===== src/rtl/eq2_bist_pkg.sv =====
// Shared definitions for the eq2 built-in self-test engine.
//   - state_e      : BIST controller states
//   - NUM_VEC      : number of (a, b) vectors applied per run
//   - IDX_W, ERR_W : vector index and error counter widths
//   - vec_expected : golden equality result for a vector index
package eq2_bist_pkg;

    localparam int unsigned NUM_VEC = 16;
    localparam int unsigned IDX_W   = 4;
    localparam int unsigned ERR_W   = 5;

    typedef enum logic [1:0] {
        StIdle   = 2'd0,
        StSettle = 2'd1,
        StCheck  = 2'd2,
        StDone   = 2'd3
    } state_e;

    // Index packs operand a in [3:2] and operand b in [1:0].
    function automatic logic vec_expected(logic [IDX_W-1:0] idx);
        return idx[3:2] == idx[1:0];
    endfunction

endpackage


===== src/rtl/eq2_bist_vec_counter.sv =====
// Vector index counter for the eq2 BIST engine.
// Mod-2^Width up-counter with synchronous clear and enable.
//   clk_i   : clock, rising edge
//   reset_i : synchronous active-high reset
//   clr_i   : synchronous clear (wins over enable)
//   en_i    : count enable
//   cnt_o   : current count
//   tc_o    : terminal count (count is all ones)
module vec_counter #(
    parameter int unsigned Width = 4
) (
    input  logic             clk_i,
    input  logic             reset_i,
    input  logic             clr_i,
    input  logic             en_i,
    output logic [Width-1:0] cnt_o,
    output logic             tc_o
);

    logic [Width-1:0] cnt_q, cnt_d;

    always_comb begin
        cnt_d = cnt_q;
        if (clr_i) begin
            cnt_d = '0;
        end else if (en_i) begin
            cnt_d = cnt_q + Width'(1);
        end
    end

    always_ff @(posedge clk_i) begin
        if (reset_i) begin
            cnt_q <= '0;
        end else begin
            cnt_q <= cnt_d;
        end
    end

    assign cnt_o = cnt_q;
    assign tc_o  = (cnt_q == '1);

endmodule


===== src/rtl/eq2_bist.sv =====
// Built-in self-test engine for the 2-bit equality comparator eq2.
// On start, applies all 16 (a, b) pairs, holds each for SETTLE+1 clocks,
// samples aeqb in the last of those clocks and accumulates results.
//   clk        : clock, rising edge
//   reset      : synchronous active-high reset
//   start      : run request, accepted only when not busy
//   dut_aeqb   : comparator output under test
//   dut_a      : comparator operand a (vector index [3:2])
//   dut_b      : comparator operand b (vector index [1:0])
//   busy       : test running
//   done       : test finished, results valid
//   pass       : no mismatches (valid while done)
//   err_count  : number of mismatching vectors
//   first_fail : index of the first mismatching vector, 0 if none
module eq2_bist
    import eq2_bist_pkg::*;
#(
    parameter int unsigned SETTLE = 2
) (
    input  logic             clk,
    input  logic             reset,
    input  logic             start,
    input  logic             dut_aeqb,
    output logic [1:0]       dut_a,
    output logic [1:0]       dut_b,
    output logic             busy,
    output logic             done,
    output logic             pass,
    output logic [ERR_W-1:0] err_count,
    output logic [IDX_W-1:0] first_fail
);

    state_e           state_q, state_d;
    logic [3:0]       wait_cnt_q, wait_cnt_d;
    logic [ERR_W-1:0] err_count_q, err_count_d;
    logic [IDX_W-1:0] first_fail_q, first_fail_d;
    logic             fail_seen_q, fail_seen_d;

    logic [IDX_W-1:0] vec_idx;
    logic             vec_last;
    logic             cnt_clr;
    logic             cnt_en;

    vec_counter #(
        .Width (IDX_W)
    ) u_vec_counter (
        .clk_i   (clk),
        .reset_i (reset),
        .clr_i   (cnt_clr),
        .en_i    (cnt_en),
        .cnt_o   (vec_idx),
        .tc_o    (vec_last)
    );

    always_comb begin
        state_d      = state_q;
        wait_cnt_d   = wait_cnt_q;
        err_count_d  = err_count_q;
        first_fail_d = first_fail_q;
        fail_seen_d  = fail_seen_q;
        cnt_clr      = 1'b0;
        cnt_en       = 1'b0;

        unique case (state_q)
            StIdle, StDone: begin
                if (start) begin
                    state_d      = StSettle;
                    wait_cnt_d   = '0;
                    err_count_d  = '0;
                    first_fail_d = '0;
                    fail_seen_d  = 1'b0;
                    cnt_clr      = 1'b1;
                end
            end
            StSettle: begin
                wait_cnt_d = wait_cnt_q + 4'd1;
                if (wait_cnt_q == 4'(SETTLE - 1)) begin
                    state_d = StCheck;
                end
            end
            StCheck: begin
                if (dut_aeqb != vec_expected(vec_idx)) begin
                    err_count_d = err_count_q + ERR_W'(1);
                    if (!fail_seen_q) begin
                        first_fail_d = vec_idx;
                        fail_seen_d  = 1'b1;
                    end
                end
                // Counter is not advanced past the last vector so the final
                // operands stay applied while results are held.
                if (vec_last) begin
                    state_d = StDone;
                end else begin
                    cnt_en     = 1'b1;
                    wait_cnt_d = '0;
                    state_d    = StSettle;
                end
            end
            default: state_d = StIdle;
        endcase
    end

    always_ff @(posedge clk) begin
        if (reset) begin
            state_q      <= StIdle;
            wait_cnt_q   <= '0;
            err_count_q  <= '0;
            first_fail_q <= '0;
            fail_seen_q  <= 1'b0;
        end else begin
            state_q      <= state_d;
            wait_cnt_q   <= wait_cnt_d;
            err_count_q  <= err_count_d;
            first_fail_q <= first_fail_d;
            fail_seen_q  <= fail_seen_d;
        end
    end

    assign dut_a      = vec_idx[3:2];
    assign dut_b      = vec_idx[1:0];
    assign busy       = (state_q == StSettle) || (state_q == StCheck);
    assign done       = (state_q == StDone);
    assign pass       = done && (err_count_q == '0);
    assign err_count  = err_count_q;
    assign first_fail = first_fail_q;

endmodule


===== config.mk =====
export PLATFORM = sky130hd
export DESIGN_NAME = eq2_bist
export DESIGN_NICKNAME = d
export VERILOG_FILES = /design/src/rtl/eq2_bist_pkg.sv /design/src/rtl/eq2_bist_vec_counter.sv /design/src/rtl/eq2_bist.sv
export SDC_FILE = /design/constraint.sdc
export NUM_CORES = 1
export LEC_CHECK = 0
export CORE_MARGIN = 2
export CORE_UTILIZATION = 26
export CTS_BUF_LIST = sky130_fd_sc_hd__clkbuf_16
export DETAILED_ROUTE_END_ITERATION = 7
export GPL_ROUTABILITY_DRIVEN = 0
export PLACE_DENSITY = 0.42
export SYNTH_ARGS = -nofsm -noshare
export SYNTH_HDL_FRONTEND = slang
export SYNTH_HIERARCHICAL = 1
export SYNTH_SLANG_ARGS = --single-unit

===== constraint.sdc =====
create_clock -name clk -period 5.1 [get_ports clk]
set_clock_uncertainty 0.2 [all_clocks]
set_input_delay 1.02 -clock clk [delete_from_list [all_inputs] [get_ports clk]]
set_output_delay 1.02 -clock clk [all_outputs]
set_load 0.1 [all_outputs]

After elaboration in Yosys (flattened, before gate mapping) --
Index checks and enable logic that the tools add are counted.
Operators by class: reductions and logical operators 11, shift operators 0, muxes and demuxes 20, divide/modulo/power cells 0, $lt $le $gt $ge 0, multipliers 0, $add $sub $neg 3, equality and inequality tests 12, bitwise logic cells 0
Operator list (number):
- 4-bit 2-to-1 mux | 4
- 4-bit one-hot mux with 3 select lines | 1
- 5-bit 2-to-1 mux | 2
- 2-bit != test, second input constant | 5
- 5-bit one-hot mux with 2 select lines | 1
- 4-bit by 1-bit adder with 4-bit output, second input constant | 2
- 4-bit one-hot mux with 2 select lines | 1
- 1-bit 2-to-1 mux | 6
- 2-bit 2-to-1 mux | 3
- 2-bit one-hot mux with 3 select lines | 1
- 5-bit by 1-bit adder with 5-bit output, second input constant | 1
- 5-bit zero test | 1
- 2-bit equality test, second input constant | 2
- 4-bit by 1-bit equality test with 1-bit output, second input constant | 1
- 4-bit equality test, second input constant | 1
- 2-bit AND reduction | 2
- 4-bit AND reduction | 1
- 2-bit OR reduction | 2
- 3-bit AND reduction | 1
- 2-bit by 1-bit equality test with 1-bit output, second input constant | 1
- 2-bit equality test | 1
- 2-bit zero test | 1
- 1-bit one-hot mux with 2 select lines | 1
- 2-bit nonzero test | 1
- other kinds (3) | 3
Storage, ports and cells: bits in latches 0, bits of input ports 4, bits in registers 20, ROM bits 0, memories 0, logic and storage cells 52, bits in writable memories 0

Logic depth before layout (Yosys ltp) --
Gate-level depths: netlist of the first run.
depth in word-level cells 4, mapped depth 7, gate-level depth less buffers 6

By module --
The synthesis of the first run kept the hierarchy.
Modules (own cells, without submodules):
- eq2_bist | area each 1013.5 um^2, cells each 110, instances 1, seq. area each 320.3 um^2
- vec_counter | area each 183.9 um^2, cells each 18, instances 1, seq. area each 80.1 um^2

Worst setup path after synthesis of the first run --
No wires, ideal clock.
path type reg2out, start register state_q[0], end output pass, arrival time 4146 ps, stages on the path, launching flop included 4, setup slack -266 ps, cell sequence dfxtp_1 -> ha_1 -> nand2_1 -> nor4_1
On the way: word-level cells in the longest chain between the ends 2
Ends and longest elaborated chain:
- from (decl) | line eq2_bist.sv:33 | state_e state_q, state_d;
- from (signal assigned) | line eq2_bist.sv:105 | state_q <= StIdle;
- from (signal assigned) | line eq2_bist.sv:111 | state_q <= state_d;
- 2-bit equality test | line eq2_bist.sv:122 | assign done = (state_q == StDone);
- via done | line eq2_bist.sv:27 | output logic done,
- 1-bit logical AND | line eq2_bist.sv:123 | assign pass = done && (err_count_q == '0);
- to (decl) | line eq2_bist.sv:28 | output logic pass,
The timed path passes the listed nets, and every way through them passes these cells.

Worst setup path in the final report of the first run --
start register state_q[0], end output busy
On the way: word-level cells in the longest chain between the ends 2, elaborated cells on any way between the ends 3, classes of those cells 2 x eq/ne; 1 x reduce/logical
Ends and longest elaborated chain:
- 2-bit by 1-bit equality test with 1-bit output / 2-bit equality test (equally long branches) | line eq2_bist.sv:121 | assign busy = (state_q == StSettle) || (state_q == StCheck);
- 1-bit logical OR (*) | line eq2_bist.sv:121
- to (decl) | line eq2_bist.sv:26 | output logic busy,
Mark *: on every way between the ends. The rest lies on a longest branch, timed or not.

==> results.md, run 1 <==
- The run finished with clean final reports.
- The share of the core filled with cells in the final layout is 0.348.
- The min-delay analysis places its worst path in the category reg2reg.
- The die area is 5160 um^2.
- After the last flow step, the layout net total stands at 162.
- The fraction of final layout cells sized beyond drive strength 1 is 0.122.
- The share of flip-flops with an asynchronous set or reset is 0.
- The clock latency reported for the late side of the worst-skew pair is roughly 250 ps.
- The via count of the first global-routing pass is roughly 1000.
- For this run, the slowest stage of the critical path takes 1120 ps.
- The vertical die dimension is 71.9 um.
- The setup TNS is 0 ps.
- The number of detailed-routing iterations run before antenna repair is 4.
- The maximum number of pins on one net before global-route repair is 16.
- The net switching power is 184 uW.
- The worst pin sits at a relative slew slack of 0.342.
- The area growth from synthesis to layout is 27.3%.
- Dividing the final minimum period by the clock period gives 0.685.
- During placement, the flow inserted port buffers numbering 19.
- The number of clock sinks seen by CTS is 20.
- The post-synth design cell area is roughly 1200 um^2.
- Across the VDD grid, the largest voltage drop is about 0.11 mV.
- Of the synthesized area, sequential elements account for 0.334.
- For this design the static power due to leakage is 0.583 nW.
- The depth of the worst register-to-register path is 6.
- The commonest cells after synthesis are sky130_fd_sc_hd__dfxtp_1, sky130_fd_sc_hd__inv_1, sky130_fd_sc_hd__ha_1, sky130_fd_sc_hd__nor2_1.
- The number of nets still failing antenna checks after routing is 0.
- The number of levels the H-tree was split into is 1.
- The category of the worst setup path capture point is an output pin.
- The total nets after synthesis is between 100 and 150.
- Traced cell by cell, the critical path runs through inv_1 -> ha_1 -> inv_1 -> clkdlybuf4s50_1.
- The number of rows created at floorplan is 24.
- The largest total area in the synthesized netlist belongs to sky130_fd_sc_hd__dfxtp_1.
- The count of flip-flops with a built-in enable after synthesis is 0.
- The highest fanout seen on the critical path is 5.
- Summed over all layers, the global routing overflow is 0.
- After floorplanning, the core was sized to cover ~4400 um^2.
- Setup repair after global routing left no endpoint under its margin.
- In the routed layout, each cell is associated on average with a via count of roughly 5.0.
- In the synthesized netlist, the number of instances is roughly 130.
- The longest clock path from root to sink contains 2 buffers.
- Across every metal layer, demand over resource in global routing totals 0.115.
- The number of antenna diodes in the final layout is 0.
- The mean cell area of the mapped netlist is 9.35 um^2.
- The total CTS buffers is 3.
- The required time at the worst-slack endpoint is roughly 3900 ps.
- The sequential cells in the finished layout cover a total of between 400 and 500 um^2.
- The root buffer cell is sky130_fd_sc_hd__clkbuf_16.
- Summing all non-filler instances in the final layout gives an area of 1520 um^2.
- The final number of hold-violating endpoints was 0.
- The TritonCTS clock tree is yes.
- The cell count after placement is just under 200.
- The filler cells instantiated in the layout total between 400 and 500.
- The part of the power in registers is 0.344.
- Once placement finished, the instance area stood at approximately 1400 um^2.
- The total of flip-flops plus latches after synthesis is 20.
- The tool flagged a number of max-cap violations equal to 0.
- The average wire length per cell after detail routing is roughly 14 um.
- In this run the register-to-register setup slack is 2840 ps.
- The peak clock frequency supported by timing is approximately 290 MHz.
- For this configuration, the core starts out at a cell density of 0.273.
- Of the post-synthesis cell area, the dominant cell type holds 0.334.
- By area the synthesized netlist is led by sky130_fd_sc_hd__dfxtp_1, sky130_fd_sc_hd__ha_1, sky130_fd_sc_hd__inv_1.
- The transition at the pin with the smallest max-transition slack is ~1000 ps.
- For this run, the leading register cell type out of synthesis is sky130_fd_sc_hd__dfxtp_1.
- Setup slack closes at approximately 1600 ps.
- The number of antenna violations at the first check in global routing came to 0.
- The data arrival time of the critical path is 2280 ps.
- The share of total power in the clock network is 0.320.
- Once detailed placement completed, the half-perimeter wirelength came to between 2 and 2.5 mm.
- The setup violation total in the final timing report is 0.
- In this run, post-CTS hold repair placed 0 buffers.
- The library cell appearing most often on the critical path is sky130_fd_sc_hd__inv_1.
- The detailed router finished its first iteration with 27 violations.
- The detailed router placed roughly 1000 vias in this run.
- The Yosys step of the flow raised 6 warnings.
- The clock slew at the register clock pins of the worst setup and hold paths is approximately 60 ps.
- The distinct cell type count of the synthesized netlist is 45.
- The internal power is between 300 and 400 uW.
- The post-cts resize count is 0.
- The cell area power density is 332 nW/um^2.
- The most common cell in the synthesized netlist is sky130_fd_sc_hd__dfxtp_1.
- The die is 71.9 um wide.
- The kind of start point of the critical path is a register.
- The final number of max-transition violations is 0.
- The combinational fraction of design power is 0.336.
- Counting instances, the worst hold path has a depth of 1.
- The switching share of power is 0.364.
- The slowest cell on the critical path is sky130_fd_sc_hd__clkdlybuf4s50_1.
- The final wirelength is ~2.7 mm.
- The finished layout holds 200 standard cells, fillers aside.
- The total power consumption of the routed design is ~510 uW.
- The hold slack is about 260 ps.
- The shortest period the worst path allows is about 3500 ps.
- The first global-routing pass estimated ~4.6 mm of wire.
- The critical setup path kind is reg2out.
- OpenSTA, run right after detailed placement, puts the worst setup slack at ~1900 ps.
- The count of buffers added by post-CTS timing repair for setup is 0.
- After detailed routing, the number of remaining DRC violations is 0.
- For this design the top-level I/O count stands at 20.
- The footprint of the multi-input gates is roughly 750 um^2.
layer usage:
| layer | GRT usage | vias to the layer above | wire length, um |
|---|---|---|---|
| met3 | 0.0253 | 5 | 99 |
| li1 | - | 511 | - |
| met5 | 0 | - | 0 |
| met2 | 0.194 | 18 | 1280 |
| met1 | 0.143 | 472 | 1290 |
| met4 | 0.0440 | 0 | 44 |
critical path: cells and delay by family, from the launching register on:
family | cells | cell delay (ps)
buffers and inverters | 3 | 1270
DFF | 1 | 400
adders and majority gates | 1 | 360
layout by cell type (no fill, tap or decap), drive strengths merged, types with 3 or more instances in the layout:
cell type	Yosys	layout
a211oi	3	3
a21oi	7	7
nand3	4	4
nor2	8	8
o2111ai	4	4
ha	9	9
clkbuf	0	3
nor3b	3	3
clkdlybuf4s50	0	19
dfxtp	20	20
or3	3	3
nand2	7	7
nor2b	4	4
o21ai	3	3
a32o	4	4
inv	10	10
kinds of logic (layout without fill, tap and decap cells):
| group | after synthesis | count (layout) | synth area share |
|---|---|---|---|
| xor gates and xnor gates | 4 | 4 | 0.0418 |
| adders and majority gates | 9 | 9 | 0.0940 |
| muxes | 4 | 4 | 0.0387 |
| AOI/OAI and AO/OA | 33 | 33 | 0.227 |
| buffers and inverters | 13 | 33 | 0.0428 |
| and+or+nand+nor | 45 | 45 | 0.222 |
| DFF | 20 | 20 | 0.334 |
path summary, 6_finish.rpt:
| kind | from | endpoint |
|---|---|---|
| setup / recovery | state_q[0]$_SDFFE_PP0P_ | busy |
| hold / removal | first_fail[2]$_SDFFE_PP0P_ | first_fail[2]$_SDFFE_PP0P_ |
| setup reg to reg | state_q[0]$_SDFFE_PP0P_ | first_fail[3]$_SDFFE_PP0P_ |
| hold reg to reg | first_fail[2]$_SDFFE_PP0P_ | first_fail[2]$_SDFFE_PP0P_ |
layout make-up:
cell class | count | share of cell area
Sequential cell | 20 | 0.263
Multi-Input combinational cell | 95 | 0.493
Tap cell | 52 | 0.0427
Clock buffer | 3 | 0.0493
Clock inverter | 1 | 0.00246
Inverter | 10 | 0.0246
Timing Repair Buffer | 19 | 0.125
state kept, by name, indices dropped and copies added (netlist names):
name	count
u_vec_counter/cnt_o	4
state_q	2
fail_seen_q	1
wait_cnt_q	4
err_count	5
first_fail	4
power by group through the flow:
stage	sequential [mW]	clock [mW]	combinational, mW
floorplan	0.182	0	0.131
global placement	0.177	0	0.170
detailed placement	0.178	0	0.172
global route	0.175	0.174	0.185
finish	0.174	0.162	0.170
CTS	0.174	0.169	0.173
No activity file was read; power rests on OpenSTA's default activity.
==> inputs of run 2 (changes only) <==
==> constraint.sdc (replaced) <==
create_clock -name clk -period 3.55 [get_ports clk]
set_clock_uncertainty 0.2 [all_clocks]
set_input_delay 0.71 -clock clk [delete_from_list [all_inputs] [get_ports clk]]
set_output_delay 0.71 -clock clk [all_outputs]
set_load 0.1 [all_outputs]
==> run 2 against run 1 <==
Critical path depth unchanged; sequential power rose by 44%; clock power increased by 41%; core utilization shrank 0.63 points; die area did not move; combinational power up 43%; global-route usage barely moved; final area fell by 1.8%; critical path type unchanged; critical endpoint unchanged.
==> results.md, run 2 (synthesis results as in run 1) <==
- The count of placed standard cells in the final layout, fillers left out is 200 (unchanged).
- The final number of max-transition violations is 0 (unchanged).
- The number of rows created at floorplan is 24 (unchanged).
- The library cell appearing most often on the critical path was sky130_fd_sc_hd__inv_1 (unchanged).
- The width of the die is 71.9 um (unchanged).
- The average wire length per cell after detail routing was 13.4 um (was 13.6 um).
- The number of inserted filler cells in the final layout is 456 (was 463).
- The total core area is 4380 um^2 (unchanged).
- The number of DRC violations after detailed-routing iteration 0 is 40 (was 27).
- Outcome: finished clean (unchanged).
- The fraction of final layout cells sized beyond drive strength 1 came to 0.236 (was 0.122).
- The residual overflow from global routing is 0 (unchanged).
- The detailed-route vias per instance is 4.96 (was 5.03).
- The commonest non-fill, non-tap cell in the layout is sky130_fd_sc_hd__dfxtp_1 (unchanged).
- The share of the core filled with cells in the final layout is 0.341 (was 0.348).
- The area growth from synthesis to final layout is 25.0% (was 27.3%).
- The worst vdd rail ir drop is 0.135 mV (was 0.109 mV).
- The transition at the pin with the smallest max-transition slack was 503 ps (was 984 ps).
- CP Cell Sequence: inv_1 -> ha_1 -> inv_1 -> buf_4 (was inv_1 -> ha_1 -> inv_1 -> clkdlybuf4s50_1).
- The total of max-cap violations is 0 (unchanged).
- The residual DRC count was 0 (unchanged).
- The kind of start point of the critical path is a register (unchanged).
- The number of antenna violations at the first check in global routing is 0 (unchanged).
- The sum of buffers and inverters on the critical path came to 3 (unchanged).
- The number of nets in the finished design is 163 (was 162).
- The post-cts resize count is 0 (unchanged).
- The number of levels the H-tree was split into is 1 (unchanged).
- The setup violation total in the final timing report is 0 (unchanged).
- The initial core utilization is 0.273 (unchanged).
- The count of buffers added by post-CTS timing repair for setup is 0 (unchanged).
- The number of clock sinks seen by CTS is 20 (unchanged).
- The first-pass GRT wire length is 4.68 mm (was 4.62 mm).
- The final number of hold-violating endpoints was 0 (unchanged).
- The hold buffer count at CTS is 0 (unchanged).
- The root buffer cell is sky130_fd_sc_hd__clkbuf_16 (unchanged).
- The cell area power density is 482 nW/um^2 (was 332 nW/um^2).
- The clock period could shrink to between 2000 and 2500 ps.
- The setup TNS is 0 ps (unchanged).
- The number of detailed-routing iterations run before antenna repair is 4 (unchanged).
- The post-placement setup slack is 969 ps (was 1850 ps).
- The summed area of non-filler cells in the final layout is 1500 um^2 (was 1520 um^2).
- The hold slack came to 273 ps (was 263 ps).
- The clock latency reported for the late side of the worst-skew pair is 250 ps (about the same).
- The required time at the worst-slack endpoint came to 2640 ps (was 3880 ps).
- The category of the worst setup path capture point is an output pin (unchanged).
- The cell count after placement is 197 (was 196).
- The TritonCTS clock tree was yes (unchanged).
- The maximum number of pins on one net before global-route repair is 11 (was 16).
- The final wirelength is 2.68 mm (was 2.71 mm).
- The number of top-level design ports was 20 (unchanged).
- The part of the cycle the worst path needs is 0.661.
- The relative max-transition margin is 0.660 (was 0.342).
- The vertical die dimension came to 71.9 um (unchanged).
- The slowest cell on the critical path is sky130_fd_sc_hd__dfxtp_1 (was sky130_fd_sc_hd__clkdlybuf4s50_1).
- The data arrival time of the critical path is 1440 ps (was 2280 ps).
- Derived from the worst setup path, the maximum achievable clock frequency is between 400 and 500 MHz.
- The worst-case setup margin in the final layout is 1200 ps (was 1600 ps).
- The half-perimeter wire length after detailed placement came to 2.10 mm (was 2.06 mm).
- The highest fanout seen on the critical path is 5 (unchanged).
- The via count of the first global-routing pass is 990 (was 1001).
- The clock slew at the register clock pins of the worst setup and hold paths was 60 ps (about the same).
- The maximum clock path buffer count was 2 (unchanged).
- The class of the tightest hold or removal check is reg2reg (unchanged).
- The delay of the slowest cell on the worst path is 400 ps (was 1120 ps).
- The die area is 5160 um^2 (unchanged).
- The family with the most delay on the worst path is buffers and inverters (unchanged).
- The static leakage is 0.619 nW (was 0.583 nW).
- The overall routing resource usage was 0.115 (about the same).
- The number of vias in the routed layout was 991 (was 1006).
- The total CTS buffers was 3 (unchanged).
- The total power consumption of the routed design was 721 uW (was 507 uW).
- The number of antenna repair diodes is 0 (unchanged).
- The number of flip-flops under the largest register name is 5 (unchanged).
- The number of buffer cells added on primary ports was 19 (unchanged).
- Unrepaired setup endpoints after global routing: no (unchanged).
- The critical setup path kind is reg2out (unchanged).
- The post-place instance area was 1420 um^2 (was 1450 um^2).
- The number of nets still failing antenna checks after routing is 0 (unchanged).
- Leading cell types in the layout, fill and taps excluded: sky130_fd_sc_hd__dfxtp_1, sky130_fd_sc_hd__buf_4, sky130_fd_sc_hd__inv_1 (was sky130_fd_sc_hd__dfxtp_1, sky130_fd_sc_hd__clkdlybuf4s50_1, sky130_fd_sc_hd__inv_1).
==> run 2: cell types whose count changed in the layout (fill, tap and decap cells not counted) <==
cell                              previous run  this run
sky130_fd_sc_hd__buf_4                       0        17
sky130_fd_sc_hd__clkdlybuf4s50_1            19         3
sky130_fd_sc_hd__clkinv_1                    1         0
sky130_fd_sc_hd__nor4_2                      2         1
sky130_fd_sc_hd__nor4_4                      0         1
==> run 2: final timing paths <==
| check | startpoint | slack (ps) | to | cells past startpoint |
|---|---|---|---|---|
| max | state_q[0]$_SDFFE_PP0P_ | 1200 | busy | 4 |
| min | first_fail[3]$_SDFFE_PP0P_ | 270 | first_fail[3]$_SDFFE_PP0P_ | 1 |
| max reg2reg | state_q[0]$_SDFFE_PP0P_ | 1290 | first_fail[2]$_SDFFE_PP0P_ | 6 |
| min reg2reg | first_fail[3]$_SDFFE_PP0P_ | 270 | first_fail[3]$_SDFFE_PP0P_ | 1 |
==> run 2: worst reg2reg max path, stage by stage, from the launching register on <==
cell	delay [ps]
sky130_fd_sc_hd__dfxtp_1	400
sky130_fd_sc_hd__inv_1	70
sky130_fd_sc_hd__ha_1	370
sky130_fd_sc_hd__mux2i_1	400
sky130_fd_sc_hd__nor3b_1	140
sky130_fd_sc_hd__a2111oi_4	450
sky130_fd_sc_hd__a32o_1	180
==> run 2: layout make-up <==
| class | count | area [um^2] | share of cell area |
|---|---|---|---|
| Inverter | 10 | 37.5 | 0.0251 |
| Tap cell | 52 | 65.1 | 0.0435 |
| Clock buffer | 3 | 75.1 | 0.0502 |
| Multi-Input combinational cell | 95 | 761 | 0.508 |
| Timing Repair Buffer | 20 | 158 | 0.105 |
| Sequential cell | 20 | 400 | 0.268 |
==> run 2: layer usage <==
metal,part of all wire,GRT usage,vias to the layer above
li1,-,-,512
met1,0.47,0.150,462
met2,0.48,0.189,15
met3,0.038,0.0211,2
met4,0.0086,0.0440,0
met5,0,0,-
==> run 2: where the power goes <==
group / total, mW / switching [mW] / internal [mW]
registers: 0.250 / 0.0141 / 0.236
clock network: 0.228 / 0.0799 / 0.148
logic: 0.243 / 0.168 / 0.0751
total: 0.721 / 0.262 / 0.459
==> inputs of run 3 (changes only) <==
--- a/config.mk
+++ b/config.mk
@@ -10,7 +10,7 @@
 export CTS_BUF_LIST = sky130_fd_sc_hd__clkbuf_16
 export DETAILED_ROUTE_END_ITERATION = 7
 export GPL_ROUTABILITY_DRIVEN = 0
-export PLACE_DENSITY = 0.42
+export PLACE_DENSITY = 0.43
 export SYNTH_ARGS = -nofsm -noshare
 export SYNTH_HDL_FRONTEND = slang
 export SYNTH_HIERARCHICAL = 1
==> constraint.sdc (replaced) <==
create_clock -name clk -period 1.9 [get_ports clk]
set_clock_uncertainty 0.2 [all_clocks]
set_input_delay 0.38 -clock clk [delete_from_list [all_inputs] [get_ports clk]]
set_output_delay 0.38 -clock clk [all_outputs]
set_load 0.1 [all_outputs]
==> run 3 against run 2 <==
The run now ends with setup timing left; sequential share of layout area down 5.3 points; core utilization is 12 points higher; register-to-register slack lost 1300 ps; hold slack improved by 20 ps; cell count is 13% higher; combinational power rose to 3.0 times the previous value; worst setup slack got worse by 1200 ps; clock power increased by 92%; global-route usage up 0.69 points; largest cell class unchanged; highest routed layer unchanged.
==> results.md, run 3 (synthesis results as in run 1) <==
- Outcome: finished with violations (was finished clean).
- The checks that failed: setup timing.
- The category of the worst setup path capture point is an output pin (unchanged).
- The maximum number of pins on one net before global-route repair is 12 (was 11).
- The fraction of final layout cells sized beyond drive strength 1 is 0.471 (was 0.236).
- The die area came to 5160 um^2 (unchanged).
- The static leakage is 0.806 nW (was 0.619 nW).
- The highest fanout seen on the critical path was 4 (was 5).
- The number of flip-flops under the largest register name is 5 (unchanged).
- The number of rows created at floorplan is 24 (unchanged).
- The number of vias in the routed layout was 1082 (was 991).
- The data arrival time of the critical path is 1330 ps (was 1440 ps).
- The overall routing resource usage came to 0.122 (was 0.115).
- The final number of max-transition violations was 0 (unchanged).
- The final number of hold-violating endpoints is 0 (unchanged).
- The worst vdd rail ir drop came to 0.323 mV (was 0.135 mV).
- The initial core utilization is 0.273 (unchanged).
- The setup violation total in the final timing report was 1 (was 0).
- In the finished design, the share of the clock period the worst path needs comes to 1.00.
- The required time at the worst-slack endpoint came to 1320 ps (was 2640 ps).
- The first-pass GRT wire length is 5.04 mm (was 4.68 mm).
- The area growth from synthesis to final layout is 67.3% (was 25.0%).
- The net switching power is 569 uW (was 262 uW).
- The total power consumption of the routed design is 1.63 mW (was 721 uW).
- The number of antenna repair diodes is 0 (unchanged).
- The worst-case setup margin in the final layout is -5.31 ps (was 1200 ps).
- The total of max-cap violations is 0 (unchanged).
- The number of DRC violations after detailed-routing iteration 0 came to 12 (was 40).
- The kind of start point of the critical path is a register (unchanged).
- The setup TNS was -5.31 ps (was 0 ps).
- The commonest non-fill, non-tap cell in the layout is sky130_fd_sc_hd__buf_4 (was sky130_fd_sc_hd__dfxtp_1).
- The clock latency reported for the late side of the worst-skew pair was 250 ps (about the same).
- The transition at the pin with the smallest max-transition slack is 356 ps (was 503 ps).
- The TritonCTS clock tree is yes (unchanged).
- The final wirelength was 2.88 mm (was 2.68 mm).
- The internal power was 1.06 mW (was 459 uW).
- The peak clock frequency supported by timing is around 520 MHz.
- The hold buffer count at CTS is 0 (unchanged).
- The number of detailed-routing iterations run before antenna repair is 4 (unchanged).
- The number of nets in the finished design is 188 (was 163).
- The shortest period the worst path allows is between 1500 and 2000 ps.
- The number of clock sinks seen by CTS is 20 (unchanged).
- The relative max-transition margin is 0.763 (was 0.660).
- The post-placement setup slack is -206 ps (was 969 ps).
- The residual DRC count is 0 (unchanged).
- CP Cell Sequence: buf_6 -> ha_4 -> nand2_4 -> nor4_4 -> buf_12 (was inv_1 -> ha_1 -> inv_1 -> buf_4).
- The residual overflow from global routing came to 0 (unchanged).
- The combinational fraction of design power is 0.446 (was 0.337).
- The maximum clock path buffer count is 2 (unchanged).
- The part of the power in registers came to 0.285 (was 0.346).
- The root buffer cell is sky130_fd_sc_hd__clkbuf_16 (unchanged).
- The cell area power density came to 813 nW/um^2 (was 482 nW/um^2).
- The class of the tightest hold or removal check is reg2reg (unchanged).
- The clock slew at the register clock pins of the worst setup and hold paths came to 50 ps (was 60 ps).
- The slowest cell on the critical path is sky130_fd_sc_hd__dfxtp_4 (was sky130_fd_sc_hd__dfxtp_1).
- Unrepaired setup endpoints after global routing: yes (was no).
- The register-to-register setup slack is 10 ps (was 1290 ps).
- The detailed-route vias per instance was 4.79 (was 4.96).
- The delay of the slowest cell on the worst path is 360 ps (was 400 ps).
- The width of the die is 71.9 um (unchanged).
- The number of nets still failing antenna checks after routing is 0 (unchanged).
- The half-perimeter wire length after detailed placement is 2.24 mm (was 2.10 mm).
- The average wire length per cell after detail routing was 12.7 um (was 13.4 um).
- The via count of the first global-routing pass is 1114 (was 990).
- The critical setup path kind is reg2out (unchanged).
- The total core area came to 4380 um^2 (unchanged).
- The number of antenna violations at the first check in global routing is 0 (unchanged).
- The total CTS buffers came to 3 (unchanged).
- The number of levels the H-tree was split into is 1 (unchanged).
- The share of total power in the clock network was 0.269 (was 0.316).
- The switching share of power is 0.349 (was 0.363).
- Leading cell types in the layout, fill and taps excluded: sky130_fd_sc_hd__buf_4, sky130_fd_sc_hd__buf_12, sky130_fd_sc_hd__dfxtp_1 (was sky130_fd_sc_hd__dfxtp_1, sky130_fd_sc_hd__buf_4, sky130_fd_sc_hd__inv_1).
- The number of buffer cells added on primary ports was 19 (unchanged).
- The vertical die dimension is 71.9 um (unchanged).
- The number of top-level design ports was 20 (unchanged).
-- run 3: changes by cell type in the layout (fill, tap and decap cells not counted), moves of 2 or more --
| cell | delta |
|---|---|
| sky130_fd_sc_hd__ha_1 | -2 |
| sky130_fd_sc_hd__nand2_1 | -2 |
| sky130_fd_sc_hd__dfxtp_1 | -10 |
| sky130_fd_sc_hd__buf_6 | +2 |
| sky130_fd_sc_hd__ha_4 | +2 |
| sky130_fd_sc_hd__nor2b_1 | -2 |
| sky130_fd_sc_hd__buf_12 | +16 |
| sky130_fd_sc_hd__dfxtp_4 | +7 |
| sky130_fd_sc_hd__buf_4 | +7 |
| sky130_fd_sc_hd__dfxtp_2 | +3 |
-- run 3: what timing repair did --
action,in CTS,in global routing
buffers inserted,1,0
setup endpoints to repair,11,12
gates resized for setup,7,5
pin swaps,4,8
endpoints found under the hold margin,0,0
-- run 3: cell type report --
cell class | instances | area, um^2
inverter | 10 | 43.8
fill | 412 | 2380
sequential | 20 | 430
multi-input combinational | 95 | 832
timing repair buffer | 45 | 553
clock buffer | 3 | 75.1
clock inverter | 1 | 3.75
tap | 52 | 65.1
-- run 3: per-stage QoR --
stage / hold slack, ps / instance area (um^2) / utilization / std cells
final: 293 / 2000 / 0.457 / 226
after global routing: 326 / 2000 / 0.457 / 226
after CTS: 298 / 1990 / 0.454 / 226
after detailed placement: 290 / 1860 / 0.425 / 221
after global placement: 272 / 1860 / 0.425 / 221
after floorplan: 259 / 1270 / - / 128
-- run 3: power groups by stage --
stage,clock [mW],sequential [mW],combinational [mW]
after floorplan,0,0.492,0.378
after global placement,0,0.466,0.653
after detailed placement,0,0.467,0.659
after CTS,0.452,0.460,0.722
after global routing,0.473,0.469,0.788
final,0.438,0.465,0.726
-- run 3: critical path, delay by kind of cell, from the launching register on --
| kind | cells | cell delay [ps] |
|---|---|---|
| simple gates | 2 | 240 |
| flops | 1 | 360 |
| fa+ha+maj | 1 | 150 |
| buf+inv | 2 | 320 |
-- run 3: path summary, 6_finish.rpt --
check / startpoint / endpoint / cells past startpoint
hold / removal: wait_cnt_q[1]$_SDFFE_PP0P_ / wait_cnt_q[1]$_SDFFE_PP0P_ / 2
hold reg to reg: wait_cnt_q[1]$_SDFFE_PP0P_ / wait_cnt_q[1]$_SDFFE_PP0P_ / 2
setup / recovery: state_q[0]$_SDFFE_PP0P_ / pass / 5
setup reg to reg: state_q[0]$_SDFFE_PP0P_ / first_fail[1]$_SDFFE_PP0P_ / 6
-- run 3: metal layers --
metal	vias up	global-route usage	share of wire
met1	505	0.158	0.48
met5	-	0	0
li1	562	-	-
met3	2	0.0225	0.029
met4	0	0.0356	0.0045
met2	13	0.207	0.49
